==> src/rtl/uart_tx_serializer.sv <==
// rtl/uart_tx_serializer.sv - 8N1 UART transmitter with one-entry holding register
// A byte can be queued while a frame is on the wire so frames run back-to-back.
module uart_tx_serializer #(
  parameter int CLK_FREQ  = 50_000_000,
  parameter int BAUD_RATE = 9600,
  parameter int DATA_BITS = 8,
  parameter int STOP_BITS = 1
) (
  input  logic                 clk,
  input  logic                 resetn,
  input  logic [DATA_BITS-1:0] in_data,
  input  logic                 in_valid,
  output logic                 in_ready,
  output logic                 tx,
  output logic                 busy,
  output logic                 tx_done
);

  localparam int CLKS_PER_BIT = CLK_FREQ / BAUD_RATE;
  localparam int CNT_W        = (CLKS_PER_BIT > 2) ? $clog2(CLKS_PER_BIT) : 1;
  localparam int IDX_W        = 3;

  if (CLKS_PER_BIT < 2) begin : g_bad_baud
    $fatal(1, "uart_tx_serializer: CLKS_PER_BIT must be >= 2");
  end

  typedef enum logic [1:0] {IDLE, START, DATA, STOP} state_t;

  state_t               state_q, state_d;
  logic [CNT_W-1:0]     baud_q, baud_d;
  logic [IDX_W-1:0]     idx_q, idx_d;
  logic [DATA_BITS-1:0] shift_q, shift_d;
  logic [DATA_BITS-1:0] hold_q, hold_d;
  logic                 hold_valid_q, hold_valid_d;
  logic                 tx_q, tx_d;
  logic                 in_ready_q, in_ready_d;
  logic                 busy_q, busy_d;
  logic                 tx_done_q, tx_done_d;
  logic                 baud_last, load, accept;

  assign baud_last = (baud_q == CNT_W'(CLKS_PER_BIT - 1));
  assign accept    = in_valid && in_ready_q;

  always_comb begin
    state_d   = state_q;
    baud_d    = baud_q;
    idx_d     = idx_q;
    shift_d   = shift_q;
    tx_d      = tx_q;
    tx_done_d = 1'b0;
    load      = 1'b0;

    case (state_q)
      IDLE: begin
        tx_d = 1'b1;
        load = hold_valid_q;
      end
      START: begin
        tx_d = 1'b0;
        if (baud_last) begin
          state_d = DATA;
          baud_d  = '0;
          idx_d   = '0;
          tx_d    = shift_q[0];
        end else begin
          baud_d = baud_q + 1'b1;
        end
      end
      DATA: begin
        if (baud_last) begin
          baud_d = '0;
          if (idx_q == IDX_W'(DATA_BITS - 1)) begin
            state_d = STOP;
            idx_d   = '0;
            tx_d    = 1'b1;
          end else begin
            // Shifter drains LSB first; bit 1 is the next one on the line.
            idx_d   = idx_q + 1'b1;
            shift_d = shift_q >> 1;
            tx_d    = shift_q[1];
          end
        end else begin
          baud_d = baud_q + 1'b1;
        end
      end
      STOP: begin
        tx_d = 1'b1;
        if (idx_q == IDX_W'(STOP_BITS - 1) && baud_q == CNT_W'(CLKS_PER_BIT - 2))
          tx_done_d = 1'b1;
        if (baud_last) begin
          baud_d = '0;
          if (idx_q == IDX_W'(STOP_BITS - 1)) begin
            idx_d = '0;
            if (hold_valid_q) load = 1'b1;
            else state_d = IDLE;
          end else begin
            idx_d = idx_q + 1'b1;
          end
        end else begin
          baud_d = baud_q + 1'b1;
        end
      end
      default: begin
        state_d = IDLE;
        tx_d    = 1'b1;
      end
    endcase

    if (load) begin
      state_d = START;
      shift_d = hold_q;
      baud_d  = '0;
      idx_d   = '0;
      tx_d    = 1'b0;
    end

    hold_valid_d = (hold_valid_q && !load) || accept;
    hold_d       = accept ? in_data : hold_q;
    in_ready_d   = !hold_valid_d;
    busy_d       = (state_d != IDLE) || hold_valid_d;
  end

  always_ff @(posedge clk) begin
    if (!resetn) begin
      state_q      <= IDLE;
      baud_q       <= '0;
      idx_q        <= '0;
      shift_q      <= '0;
      hold_q       <= '0;
      hold_valid_q <= 1'b0;
      tx_q         <= 1'b1;
      in_ready_q   <= 1'b1;
      busy_q       <= 1'b0;
      tx_done_q    <= 1'b0;
    end else begin
      state_q      <= state_d;
      baud_q       <= baud_d;
      idx_q        <= idx_d;
      shift_q      <= shift_d;
      hold_q       <= hold_d;
      hold_valid_q <= hold_valid_d;
      tx_q         <= tx_d;
      in_ready_q   <= in_ready_d;
      busy_q       <= busy_d;
      tx_done_q    <= tx_done_d;
    end
  end

  assign tx       = tx_q;
  assign in_ready = in_ready_q;
  assign busy     = busy_q;
  assign tx_done  = tx_done_q;

endmodule

==> config.mk <==
export PLATFORM = sky130hd
export DESIGN_NAME = uart_tx_serializer
export DESIGN_NICKNAME = d
export VERILOG_FILES = /design/src/rtl/uart_tx_serializer.sv
export SDC_FILE = /design/constraint.sdc
export NUM_CORES = 1
export LEC_CHECK = 0
export ABC_AREA = 1
export CELL_PAD_IN_SITES_DETAIL_PLACEMENT = 1
export CELL_PAD_IN_SITES_GLOBAL_PLACEMENT = 1
export CORE_MARGIN = 2
export CORE_UTILIZATION = 42
export DETAILED_ROUTE_END_ITERATION = 10
export PLACE_DENSITY = 0.9
export SYNTH_ARGS = -nofsm -noshare
export SYNTH_HDL_FRONTEND = slang
export SYNTH_SLANG_ARGS = --single-unit
==> constraint.sdc <==
create_clock -name clk -period 2.1 [get_ports clk]
set_input_delay 0.42 -clock clk [delete_from_list [all_inputs] [get_ports clk]]
set_output_delay 0.42 -clock clk [all_outputs]
set_load 0.03 [all_outputs]
==> impl_metrics.yaml <==
synthesis:
  syn_nets: 303
  avgSynthCellArea_um2: 7.05
  async_flop_share_pct: 0
  ys_ff_latch: 39
  yosysWarnings: 0
  ys.flop_type: "dfxtp_1"
  synthCells: 282
  seq_area_frac_synth_pct: 39.2
  synthDistinctLibCells: 26
  synth_edf_count: 0
  netlist_area_um2: 1990
layout:
  nets: 324
  mostFrequentLayoutCells: "nand2_1 (50), nor2_1 (41), nand3_1 (40), dfxtp_1 (38), inv_1 (37)"
  final_common_cell: "nand2_1"
  stdcell_count: 358
  utilization_pct: 50.1
  syn_to_final_growth_pct: 16.7
  num_antenna_cells: 0
  drive_above_1_share_pct: 11.2
die:
  dieWidth_um: 72.8
  core_um2: 4630
  top_level_ports: 15
  rows: 25
  start_util_pct: 43.0
  die_h_um: 72.8
  die-area_um2: 5300
detailed_routing:
  drt_iter0_drc: 51
  vias: 1810
  wire_per_inst_um: 13.6
  ant_nets: 0
  drt-pass1-iter-count: 4
  drc: 0
  viasPerCell: 5.06
  routed_wl_mm: 4.87
clock_network:
  cts_tree: "done"
  clk_root_buffer_cell: "clkbuf_8"
  numClockSinks: 39
  numCtsBuffers: 5
  cts_hold_buf: 0
  cts_buffer_depth: 2
  clkLatencyLatePin_ns: 0.29
  path_clk_slew_ns: 0.08
  post_cts_buffers: 0
  cts_resized: 0
  h-tree-depth: 2
outcome:
  status: "finished clean"
power:
  pwr_density_cell_nw_per_um2: 1100
  vdd_drop_max_mv: 0.626
  p_leak_nw: 1.04
run:
  maxCapViolations: 0
min_path:
  hp-class: "reg -> reg"
timing:
  worst_slew_pin_slew_ns: 0.465
  fmax_mhz: 524
  hold_ws_ns: 0.487
  period_needed_ns: 1.91
  rsz0062_at_grt: "false"
  slew_viol_final: 0
  slew_headroom_pct: 69.0
  finalHoldViolations: 0
  finalSetupViolations: 0
  fin_crit_sh_pct: 90.9
  finalClockSkew_ns: 0.00521
  fin_tns_setup_ns: 0
place:
  dp_hpwl_mm: 3.53
  port-buffer-count: 14
  place_congestion: 0.810
  dp_cells: 350
global_route:
  grt_use_total_pct: 20.5
  grt_pass1_wl_mm: 8.42
  overflow: 0
  grt_max_degree: 17
  first_global_vias: 1833
  antenna_found_initial: 0
worst_setup_path:
  crit_path_max_fanout: 6
  cp.arrival_ns: 2.09
  path_class: "reg -> reg"
  crit_chain: "inv_1 > ha_2 > inv_2 > nand2_1 > nor2_2 > nand2_1 > nor2_2 > nand2_1 > nor2_2 > nand2_1 > xor2_1 > nor2_2"
  required_ns: 2.29
  cpPeakStageDelay_ns: 0.38
  crit_path_top_delay_cell: "dfxtp_1"
  crit_family: "simple AND/OR/NAND/NOR gates"
  path_buf_inv: 2
  start_kind: "flip-flop"
  cp-end-kind: "flip-flop"
==> worst paths after layout <==
check / to / from / slack, ns / depth (start not counted)
worst max-delay path: baud_q[12] / state_q[0] / 0.19 / 12
worst min register to register: shift_q[7] / shift_q[7] / 0.49 / 2
worst min-delay path: shift_q[7] / shift_q[7] / 0.49 / 2
worst max register to register: baud_q[12] / state_q[0] / 0.19 / 12
==> worst reg2reg max path, stage by stage (launching register included) <==
cell     delay, ns
dfxtp_1       0.38
inv_1         0.12
ha_2          0.25
inv_2         0.12
nand2_1       0.08
nor2_2        0.10
nand2_1       0.09
nor2_2        0.14
nand2_1       0.11
nor2_2        0.12
nand2_1       0.08
xor2_1        0.17
nor2_2        0.04
==> synth_stat cells, types with 2 or more instances <==
| master | number | area [µm²] |
|---|---|---|
| nand2_1 | 50 | 188 |
| nor2_1 | 41 | 154 |
| nand3_1 | 40 | 200 |
| dfxtp_1 | 39 | 781 |
| inv_1 | 37 | 139 |
| o21ai_0 | 16 | 80.1 |
| ha_1 | 10 | 125 |
| a21oi_1 | 8 | 40.0 |
| nor2_2 | 6 | 37.5 |
| inv_2 | 5 | 18.8 |
| nand2_2 | 4 | 25.0 |
| nor3_1 | 4 | 20.0 |
| xor2_1 | 4 | 35.0 |
| nand2_4 | 3 | 33.8 |
| and3_1 | 2 | 12.5 |
| nor2_4 | 2 | 22.5 |
| nor4_1 | 2 | 12.5 |
==> cells by family after synthesis <==
family	Yosys count	share of synthesized area (%)
simple gates	155	36.0
buf+inv	45	8.93
flops	39	39.2
compound gates	28	7.36
fa+ha+maj	10	6.29
xor+xnor	5	2.20
==> state kept, by name, indices dropped and copies added (netlist names) <==
name,cells
baud_q,13
busy,1
hold_q,8
hold_valid_q,1
idx_q,3
in_ready,1
shift_q,8
state_q,2
tx,1
tx_done,1
==> metal layers <==
metal,vias to the layer above,GRT usage [%],part of all wire (%)
met5,-,0,0
met4,0,7.61,1.5
met3,7,3.73,2.6
met2,23,34.3,49
met1,850,26.2,47
li1,930,-,-
==> where the power goes <==
group	total [mW]	switching, mW	internal, mW	leakage, nW
registers	0.911	0.0715	0.840	0.319
clock network	0.663	0.278	0.385	0.0612
logic	0.989	0.647	0.342	0.656
==> layout make-up <==
| type | instances | area [µm²] |
|---|---|---|
| Multi-Input combinational cell | 198 | 1030 |
| Tap cell | 54 | 67.6 |
| Clock buffer | 6 | 82.6 |
| Fill cell | 615 | 2310 |
| Timing Repair Buffer | 17 | 163 |
| Sequential cell | 39 | 782 |
| Inverter | 42 | 158 |
| Clock inverter | 2 | 35.0 |
==> through the flow <==
stage               power (mW)  area, µm²  setup WS (ns)
finish                    2.56       2320          0.191
global route              2.74       2320        0.00699
CTS                       2.57       2320         0.0645
detailed placement        1.88       2200          0.142
global placement          1.84       2200          0.282
floorplan                 1.62       1990          0.399
Power figures use the tool's default switching activity.
